--- config.mk ---
export PLATFORM = sky130hd
export DESIGN_NAME = ov7670_capture_scaler
export DESIGN_NICKNAME = d
export VERILOG_FILES = /design/src/rtl/ov7670_capture_scaler.sv
export SDC_FILE = /design/constraint.sdc
export NUM_CORES = 1
export LEC_CHECK = 0
export BUFFER_PORTS_ARGS = -buffer_cell sky130_fd_sc_hd__buf_2
export CAP_MARGIN = 20
export CORE_UTILIZATION = 34
export DETAILED_ROUTE_END_ITERATION = 6
export REMOVE_ABC_BUFFERS = 1
export SYNTH_ARGS = -nofsm -noshare
export SYNTH_HDL_FRONTEND = slang
export SYNTH_SLANG_ARGS = --single-unit
--- constraint.sdc ---
create_clock -name iclk -period 2.35 [get_ports iclk]
set_input_delay 0.235 -clock iclk [delete_from_list [all_inputs] [get_ports iclk]]
set_output_delay 0.235 -clock iclk [all_outputs]
set_load 0.005 [all_outputs]
--- src/rtl/ov7670_capture_scaler.sv ---
// rtl/ov7670_capture_scaler.sv - OV7670 byte stream to framebuffer writes with RGB888 expansion and decimation
// Optional CAP_STATS_EN adds oframe_cnt/oerr_cnt frame statistics ports.
module ov7670_capture_scaler #(
  parameter int H_RES  = 640,
  parameter int V_RES  = 480,
  parameter int DATA_W = 8,
  parameter int ADDR_W = 19,
  parameter int OUT_W  = 24
) (
  input  logic              iclk,
  input  logic              ireset,
  input  logic              istart,
  input  logic              icontinuous,
  input  logic [1:0]        idecim,
  input  logic              ivsync,
  input  logic              ihref,
  input  logic [DATA_W-1:0] idata,
  output logic              owr_en,
  output logic [ADDR_W-1:0] oaddr,
  output logic [OUT_W-1:0]  odata_out,
  output logic              obusy,
  output logic              oframe_done,
  output logic              ogeom_err
`ifdef CAP_STATS_EN
  ,
  output logic [15:0]       oframe_cnt,
  output logic [15:0]       oerr_cnt
`endif
);

  localparam int X_W = $clog2(H_RES + 1) + 1;
  localparam int Y_W = $clog2(V_RES + 1) + 1;
  localparam logic [X_W-1:0] H_LIM = X_W'(H_RES);
  localparam logic [Y_W-1:0] V_LIM = Y_W'(V_RES);

  typedef enum logic [1:0] {S_IDLE, S_ARMED, S_ACTIVE, S_DONE} state_t;

  state_t            state_q, state_d;
  logic              vsync_q, href_q, vs_prev_q, href_prev_q;
  logic [DATA_W-1:0] data_q;
  logic [X_W-1:0]    x_q, x_d;
  logic [Y_W-1:0]    y_q, y_d;
  logic              phase_q, phase_d;
  logic [7:0]        hi_q, hi_d;
  logic [1:0]        decim_q, decim_d;
  logic [ADDR_W-1:0] wcnt_q, wcnt_d;
  logic              full_q, full_d;
  logic              wr_q, wr_d;
  logic [ADDR_W-1:0] addr_q, addr_d;
  logic [OUT_W-1:0]  odata_q, odata_d;
  logic              err_q, err_d;

  logic       vs_fall, vs_rise, href_fall, keep;
  logic [1:0] mask;
  logic [4:0] r5, b5;
  logic [5:0] g6;
  logic [7:0] r8, g8, b8;

  assign vs_fall   = vs_prev_q & ~vsync_q;
  assign vs_rise   = ~vs_prev_q & vsync_q;
  assign href_fall = href_prev_q & ~href_q;

  assign r5 = hi_q[7:3];
  assign g6 = {hi_q[2:0], data_q[7:5]};
  assign b5 = data_q[4:0];
  assign r8 = {r5, r5[4:2]};
  assign g8 = {g6, g6[5:4]};
  assign b8 = {b5, b5[4:2]};

  // Decimation 3 behaves as 1:4, so the mask only ever needs the two low bits.
  assign mask = (decim_q == 2'd0) ? 2'b00 : (decim_q == 2'd1) ? 2'b01 : 2'b11;
  assign keep = ((x_q[1:0] & mask) == 2'b00) && ((y_q[1:0] & mask) == 2'b00);

  always_comb begin
    state_d     = state_q;
    x_d         = x_q;
    y_d         = y_q;
    phase_d     = phase_q;
    hi_d        = hi_q;
    decim_d     = decim_q;
    wcnt_d      = wcnt_q;
    full_d      = full_q;
    wr_d        = 1'b0;
    addr_d      = addr_q;
    odata_d     = odata_q;
    err_d       = err_q;
    obusy       = (state_q != S_IDLE);
    oframe_done = (state_q == S_DONE);
    case (state_q)
      S_IDLE: begin
        if (istart) state_d = S_ARMED;
      end
      S_ARMED: begin
        if (vs_fall) begin
          state_d = S_ACTIVE;
          x_d     = '0;
          y_d     = '0;
          phase_d = 1'b0;
          wcnt_d  = '0;
          full_d  = 1'b0;
          addr_d  = '0;
          decim_d = idecim;
          err_d   = 1'b0;
        end
      end
      S_ACTIVE: begin
        if (vs_rise) begin
          state_d = S_DONE;
          if (y_q != V_LIM) err_d = 1'b1;
        end else if (href_q) begin
          phase_d = ~phase_q;
          if (!phase_q) begin
            hi_d = data_q[7:0];
          end else begin
            if (x_q >= H_LIM || y_q >= V_LIM) begin
              err_d = 1'b1;
            end else if (keep) begin
              wr_d    = 1'b1;
              odata_d = OUT_W'({r8, g8, b8});
              addr_d  = wcnt_q;
              // Once the top address is used, later writes pile onto it and flag an error.
              if (full_q) err_d = 1'b1;
              if (&wcnt_q) full_d = 1'b1;
              else wcnt_d = wcnt_q + 1'b1;
            end
            if (!(&x_q)) x_d = x_q + 1'b1;
          end
        end else if (href_fall) begin
          if (x_q != H_LIM || phase_q) err_d = 1'b1;
          x_d     = '0;
          phase_d = 1'b0;
          if (!(&y_q)) y_d = y_q + 1'b1;
        end
      end
      S_DONE: begin
        state_d = icontinuous ? S_ARMED : S_IDLE;
      end
      default: state_d = S_IDLE;
    endcase
  end

  always_ff @(posedge iclk) begin
    if (!ireset) begin
      state_q     <= S_IDLE;
      vsync_q     <= 1'b0;
      href_q      <= 1'b0;
      data_q      <= '0;
      vs_prev_q   <= 1'b0;
      href_prev_q <= 1'b0;
      x_q         <= '0;
      y_q         <= '0;
      phase_q     <= 1'b0;
      hi_q        <= '0;
      decim_q     <= '0;
      wcnt_q      <= '0;
      full_q      <= 1'b0;
      wr_q        <= 1'b0;
      addr_q      <= '0;
      odata_q     <= '0;
      err_q       <= 1'b0;
    end else begin
      state_q     <= state_d;
      vsync_q     <= ivsync;
      href_q      <= ihref;
      data_q      <= idata;
      vs_prev_q   <= vsync_q;
      href_prev_q <= href_q;
      x_q         <= x_d;
      y_q         <= y_d;
      phase_q     <= phase_d;
      hi_q        <= hi_d;
      decim_q     <= decim_d;
      wcnt_q      <= wcnt_d;
      full_q      <= full_d;
      wr_q        <= wr_d;
      addr_q      <= addr_d;
      odata_q     <= odata_d;
      err_q       <= err_d;
    end
  end

  assign owr_en    = wr_q;
  assign oaddr     = addr_q;
  assign odata_out = odata_q;
  assign ogeom_err = err_q;

`ifdef CAP_STATS_EN
  logic [15:0] fcnt_q, ecnt_q;

  always_ff @(posedge iclk) begin
    if (!ireset) begin
      fcnt_q <= '0;
      ecnt_q <= '0;
    end else if (state_q == S_DONE) begin
      fcnt_q <= fcnt_q + 16'd1;
      if (err_q && ecnt_q != 16'hFFFF) ecnt_q <= ecnt_q + 16'd1;
    end
  end

  assign oframe_cnt = fcnt_q;
  assign oerr_cnt   = ecnt_q;
`endif

endmodule

== Yosys cells after proc, flatten, opt, wreduce, memory -nomap -nowiden ==
Index checks and enable logic that the tools add are counted.

* Register bits: 111
* Input port bits: 16

* Bitwise logic cells: 13
* Equality and inequality tests: 28
* $add $sub $neg: 3
* Mux-type cells: 57
* Reductions and logical operators: 24
* $lt $le $gt $ge: 2

{| class="wikitable"
|+ Operators with widths
! operator !! count
|-
| two-way mux 19 bit || 12
|-
| case mux 19 bit (2 select lines) || 2
|-
| two-way mux 11 bit || 6
|-
| two-way mux 10 bit || 5
|-
| inequality test 2 bit (second input constant) || 13
|-
| AND reduction 8 bit || 3
|-
| case mux 11 bit (2 select lines) || 1
|-
| two-way mux 1 bit || 21
|-
| case mux 10 bit (2 select lines) || 1
|-
| adder 19 x 1 -> 19 bit (second input constant) || 1
|-
| AND reduction 19 bit || 1
|-
| AND reduction 6 bit || 3
|-
| inequality test 3 bit (second input constant) || 4
|-
| inequality test 4 bit (second input constant) || 3
|-
| adder 11 x 1 -> 11 bit (second input constant) || 1
|-
| >= comparator 11 x 10 -> 1 bit (second input constant) || 1
|-
| inequality test 11 x 10 -> 1 bit (second input constant) || 1
|-
| AND reduction 11 bit || 1
|-
| adder 10 x 1 -> 10 bit (second input constant) || 1
|-
| >= comparator 10 x 9 -> 1 bit (second input constant) || 1
|-
| two-way mux 2 bit || 5
|-
| inequality test 10 x 9 -> 1 bit (second input constant) || 1
|-
| inequality test 5 bit (second input constant) || 2
|-
| AND reduction 10 bit || 1
|-
| 16 further kinds || 36
|}

== Longest topological paths before layout ==
Gate-level depths: netlist (run 1).

* Depth in word-level cells: 12
* Mapped depth: 8

== Worst setup path before layout (run 1) ==
No wires, ideal clock.

* Kind: register to register
* Start point: reg y_q[6]
* End point: reg odata_q[11], in the netlist odata_out[11]
* Stages on the path, launching flop included: 7
* Path slack: 264 ps
* Arrival time: 1,970 ps
* Path buffers: 1
* Required time: 2,234 ps
* Library setup time: 116 ps
* Cells stage by stage: dfxtp_1 and3_4 a2111o_1 nor4_4 buf_8 mux2i_1 nor2b_1

* Word-level cells in the longest chain between the ends: 4

{| class="wikitable"
|+ Ends and longest elaborated chain
! what !! line !! source
|-
| start, declared || 42 || <nowiki>logic [Y_W-1:0] y_q, y_d;</nowiki>
|-
| start signal, assigned || 169 || <nowiki>y_q <= y_d;</nowiki>
|-
| >= comparator 10 x 9 -> 1 bit || 115 || <nowiki>if (x_q >= H_LIM || y_q >= V_LIM) begin</nowiki>
|-
| logical OR 1 bit || 115 ||
|-
| inverter 1 bit (no line) || - ||
|-
| AND reduction 6 bit (no line) || - ||
|-
| end signal, assigned || 177 || <nowiki>odata_q <= odata_d;</nowiki>
|-
| end, declared || 50 || <nowiki>logic [OUT_W-1:0] odata_q, odata_d;</nowiki>
|}

Every way passes these cells.
A chain may end at the register's enable or synchronous reset.

== Worst setup path after layout (run 1) ==
* Start point: reg state_q[1]
* End point: reg wcnt_q[9]

* Word-level cells in the longest chain between the ends: 3
* Elaborated cells between the ends (all ways): 12

{| class="wikitable"
|+ Ends and longest elaborated chain
! what !! line !! source
|-
| start, declared || 38 || <nowiki>state_t state_q, state_d;</nowiki>
|-
| start signal, assigned || 162 || <nowiki>state_q <= state_d;</nowiki>
|-
| equality test 2 bit / equality test 2 x 1 -> 1 bit (equally long branches) || 89 || <nowiki>case (state_q)</nowiki>
|-
| inequality test 2 bit (no line) / nonzero test 2 bit (equally long branches) || - ||
|-
| AND reduction 8 bit (no line) || - ||
|-
| end signal, assigned || 173 || <nowiki>wcnt_q <= wcnt_d;</nowiki>
|-
| end, declared || 46 || <nowiki>logic [ADDR_W-1:0] wcnt_q, wcnt_d;</nowiki>
|}

Several ways; a longest one is shown, not always the timed one.

==> reports/summary.txt, run 1 <==
Syn avg cell area: 9.08 um2
Top cells by count, synth: 103 x dfxtp_1, 32 x a21oi_1, 32 x o21ai_0
CTS tree: yes
Type of destination of the critical path: flip-flop
Synth warn: 0
Rel. slew slack: 0.591
Synth Area in Compound Gates: 0.185
Maxcap violations: 0
Via Count: 4,307
Final clock skew: 0.00906 ns
GR Util All Layers: 0.163
Register area share after synthesis: 0.415
Clk buf depth: 2
Critical path origin: state_q[1]
Critical Path Max Stage Delay: 0.48 ns
P_int: 3.03 mW
Status: complete, no violations
Multiplexer share of the synthesized area: 0.0625
Cell Chain, Critical Path: inv_1 -> ha_2 -> nand2b_1 -> o21a_1 -> a311o_2 -> or4_1 -> a21oi_1
Pin count of the biggest net entering global routing: 55
First-pass GRT wire length: 19,400 um
Synthesized cell area: 4970 um2
Maximum vdd drop: 0.000426 V
CTS root buf: clkbuf_16
Cells after synthesis: 547
Synth cell types: 62
Largest area contributor in the netlist: dfxtp_1
Master of the slowest instance on the critical path: or4_1
Max-slew violation count: 0
Sw frac: 0.336
Effective utilization at floorplan: 0.354
Routability cong.: 0.826
Final critical-path required period: 2.24 ns
RSZ-0062 raised after global routing: true
R2r startpoint: state_q[1]
Synth top area share: 0.415
Crit share post-route: 0.955
Sequential share of power: 0.397
Area grow syn2layout: 18.5%
Crit-path max FO: 8
Critical Setup Path Class: flip-flop to flip-flop
Worst setup SP type: flip-flop
Share of cells above drive strength 1: 0.205
Number of global-route vias before repair: 4,050
Synthesized-area fraction occupied by and/or/nand/nor cells: 0.251
Clk_lat worst skew: 0.36 ns
Synth Area in Adders: 0.0272
Pwr Density: 776 nW/um2
Worst path required time: 2.64 ns
Count leader, synth: dfxtp_1
Core Region: 14,000 um2
Fillers: 1,375
Clock sink count: 103
Flop2flop setup slack: 0.11 ns
Row count: 43
Hold Slack: 0.0772 ns
Setup violations, final: 0
ANT cells: 0
Die area: 15,100 um2
GRT overflow: 0
Port-buffer cells: 62
Psw: 1.54 mW
Final hold violation count: 0
Synth top area cells: dfxtp_1 42%, mux2i_1 6.2%, nor2b_1 3.7%, nand4_1 3.4%, a21oi_1 3.2%
Most used DFF post-synth: dfxtp_1
Largest family of logic cells by synthesized area: simple AND/OR/NAND/NOR gates
Arrival time worst endpoint: 2.53 ns
Xor/xnor share of the synthesized area: 0.00176
Htree depth: 3
Initial DRC Count: 201
Drt first pass iters: 4
Worst slew pin tran: 0.609 ns
Hold_sp: idata[2]
Setup TNS: 0 ns
Ys async rst share: 0
Reg2Reg Depth: 7
Post-route ant nets: 0
Hold depth: 2
Logic pwr share: 0.263
Maximum clock frequency: 446 MHz
CTS clock-pin slew for the worst setup and hold paths: 0.07 ns
Detail Placement HPWL: 8340 um
Number of synthesized flops with an enable pin: 0
# IOs: 63
Die span in x: 123 um
Die Y: 123 um
Vias per Instance: 5.42
LEAKAGE: 2.09 nW
Flops & latches, synth: 103
Antenna violations before repair: 0
Hold Path Class: primary input to flip-flop
Clock power frac: 0.340
WL/cell: 14.8 um
Post-layout nets: 635
Total wire length: 11,800 um
DRC violations left: 0
Num CTS Buffers: 9
[registers in the layout (all words and copies together), names as in the netlist, 2 cells and up]
signal / cells
decim_q: 2
x_q: 11
wcnt_q: 19
state_q: 2
odata_out: 16
oaddr: 19
data_q: 8
y_q: 10
hi_q: 8
[power groups by stage]
stage	Combinational [mW]	Sequential (mW)	Clock, mW
2_1_floorplan	0.629	1.85	0
3_3_place_gp	1.13	1.85	0
3_5_place_dp	1.16	1.85	0
4_1_cts	1.16	1.81	1.61
5_1_grt	1.32	1.82	1.67
6_report	1.20	1.81	1.56
[worst max-delay path, delay by kind of cell, from the launching register on]
| kind | cells | cell delay, ns |
|---|---|---|
| and+or+nand+nor | 2 | 0.64 |
| adders and majority gates | 1 | 0.23 |
| AOI/OAI and AO/OA | 3 | 0.80 |
| DFF | 1 | 0.39 |
| buffers and inverters | 1 | 0.11 |
[area by class of cell]
| class | instances | area [um2] | area share |
|---|---|---|---|
| Tap cell | 180 | 225 | 0.0382 |
| Clock buffer | 9 | 225 | 0.0382 |
| Sequential cell | 103 | 2060 | 0.350 |
| Multi-Input combinational cell | 386 | 2660 | 0.451 |
| Clock inverter | 7 | 86.3 | 0.0147 |
| Timing Repair Buffer | 91 | 566 | 0.0960 |
| Inverter | 18 | 67.6 | 0.0115 |
[what timing repair did]
action                     in CTS  in global routing
setup endpoints to repair       0                 37
hold buffers                    0                  0
resized for setup               0                  7
buffers inserted                0                  1
[logic make-up (layout without fill, tap and decap cells)]
kind of cell               count (synthesis)  after routing
and+or+nand+nor                          205            205
DFF                                      103            103
AOI/OAI and AO/OA                        138            138
adders and majority gates                 11             11
buffers and inverters                     58            125
muxes                                     31             31
xor gates and xnor gates                   1              1
[per-stage QoR]
stage               setup slack, ns  power [mW]  utilization  cells  cell area [um2]
floorplan                    -0.854        2.48            -    507             4750
global placement              0.170        2.98        0.394    777             5530
detailed placement           0.0341        3.01        0.394    777             5530
CTS                          0.0171        4.58        0.416    793             5840
global route                -0.0123        4.81        0.419    794             5890
finish                        0.107        4.57        0.419    794             5890
[layout by cell type (no fill, tap or decap), types with 18 or more instances in the layout]
cell type,n
a21oi_1,32
inv_1,18
nand3_1,22
o21ai_0,31
o31ai_1,20
a21boi_0,21
buf_4,26
nand2_1,26
nand4_1,27
or4_1,20
buf_2,62
mux2i_1,31
dfxtp_1,103
nor2b_1,29
[worst paths after layout]
kind	end
setup reg to reg	wcnt_q[9]
hold reg to reg	oaddr[9]
hold / removal	data_q[2]
setup / recovery	wcnt_q[9]
[routing by layer]
layer,vias to the layer above,GRT usage,wire [um]
met1,2074,0.203,5530
met2,70,0.272,5630
met4,0,0.0572,159
li1,2154,-,-
met5,-,0,0
met3,9,0.0395,468
No activity file was read; power rests on OpenSTA's default activity.
==> inputs of run 2 (changes only) <==
--- a/config.mk
+++ b/config.mk
@@ -9,7 +9,7 @@
 export CAP_MARGIN = 20
 export CORE_UTILIZATION = 34
 export DETAILED_ROUTE_END_ITERATION = 6
-export REMOVE_ABC_BUFFERS = 1
+export MAX_ROUTING_LAYER = met4
 export SYNTH_ARGS = -nofsm -noshare
 export SYNTH_HDL_FRONTEND = slang
 export SYNTH_SLANG_ARGS = --single-unit
==> run 2 against run 1 <==
Effect of this change:
- clock skew grew 0.00077 ns
- clock power decreased by 8%
- worst setup slack better by 0.018 ns
- count of clock-buffer cells in the layout did not move
- sequential share of layout area is 0.25 points higher
- combinational power about the same
- final cell count unchanged
- sequential power about the same
- critical endpoint unchanged
- largest power group unchanged
==> reports/summary.txt, run 2 (same netlist as run 1, synthesis figures left out) <==
Maximum clock frequency: 449 MHz
Post-route ant nets: 0
Fin area: 5850 um2
Post-DP Area: 5530 um2
Hold_sp: idata[2]
Reg2Reg Depth: 7
Pin count of the biggest net entering global routing: 49
Vias per Instance: 5.37
Hold Path Class: primary input to flip-flop
Post-CTS Hold Buffers: 0
Num CTS Buffers: 9
Setup TNS: 0 ns
Clock sink count: 103
Setup Buffers After CTS: 0
Place WS: -0.0287 ns
Area of the multi-input gates: 2650 um2
Crit-path leading delay family: compound AO/OA/AOI/OAI gates
Critical path origin: state_q[1]
ANT cells: 0
CP Depth: 7
Maxcap violations: 0
Critical Setup Path Class: flip-flop to flip-flop
Effective utilization at floorplan: 0.354
Placed Instances: 779
Share of cells above drive strength 1: 0.207
Fillers: 1,395
Die span in x: 123 um
Clk_lat worst skew: 0.36 ns
Worst setup SP type: flip-flop
Die Y: 123 um
GRT overflow: 0
Hold Slack: 0.0798 ns
Type of destination of the critical path: flip-flop
Mapped Nets: 573
Detail Placement HPWL: 8410 um
Final clock skew: 0.00983 ns
Pwr Density: 756 nW/um2
Number of global-route vias before repair: 3,906
Drt first pass iters: 5
Hold depth: 2
Core Region: 14,000 um2
Commonest non-fill, non-tap cell in the layout: dfxtp_1
Sequential Area: 2060 um2
Max-slew violation count: 0
CTS tree: yes
Post-layout nets: 636
CTS clock-pin slew for the worst setup and hold paths: 0.07 ns
RSZ-0062 raised after global routing: true
DRC violations left: 0
WL/cell: 15.1 um
Final hold violation count: 0
Crit share post-route: 0.947
LEAKAGE: 2.08 nW
CTS root buf: clkbuf_16
Finished Core Util: 0.416
Die area: 15,100 um2
Pwr Total: 4.42 mW
Final critical-path required period: 2.23 ns
Worst slew pin tran: 0.695 ns
Total wire length: 12,000 um
Port-buffer cells: 62
Initial DRC Count: 269
Routability cong.: 0.837
GR Util All Layers: 0.170
WP buf/inv: 1
Most frequent cells in the layout: 103 x dfxtp_1, 62 x buf_2, 32 x a21oi_1
Htree depth: 3
Cell Chain, Critical Path: inv_1 -> ha_2 -> nand2b_1 -> o21a_1 -> a311o_2 -> or4_1 -> a21oi_1
Via Count: 4,261
Maximum vdd drop: 0.000440 V
Area grow syn2layout: 17.7%
Crit-path max FO: 9
Worst path required time: 2.64 ns
Status: complete, no violations
Arrival time worst endpoint: 2.51 ns
Setup violations, final: 0
Clk buf depth: 2
Critical Path Max Stage Delay: 0.50 ns
Worst Slack Setup Final: 0.124 ns
R2r startpoint: state_q[1]
Master of the slowest instance on the critical path: or4_1
Row count: 43
Final instance count without filler cells: 794
Antenna violations before repair: 0
Rel. slew slack: 0.536
# IOs: 63
First-pass GRT wire length: 19,400 um
run 2: layout make-up:
class                   count  area share
multi-input cells         386       0.453
flip-flops and latches    103       0.353
repair buffers             92      0.0965
clock buffers               9      0.0385
well taps                 180      0.0385
inverters                  18      0.0116
clock inverters             6     0.00984
run 2: path summary, 6_finish.rpt:
path               end  slack [ns]
min reg2reg  ogeom_err        0.46
max          wcnt_q[9]        0.12
max reg2reg  wcnt_q[9]        0.12
min          data_q[2]        0.08
run 2: layer usage:
layer,vias up,part of all wire,global-route usage
li1,2142,-,-
met5,-,0,-
met4,0,0.011,0.0457
met3,12,0.041,0.0474
met1,2036,0.47,0.215
met2,71,0.47,0.264
run 2: power breakdown:
group,switching (mW),internal [mW]
clock network,0.700,0.731
logic,0.790,0.393
registers,0.0293,1.78
total,1.52,2.90
run 2: repair_timing:
item | 4_1_cts | 5_1_grt
setup endpoints to repair | 2 | 13
endpoints found under the hold margin | 0 | 0
pin swaps | 0 | 2
gates resized for setup | 1 | 7
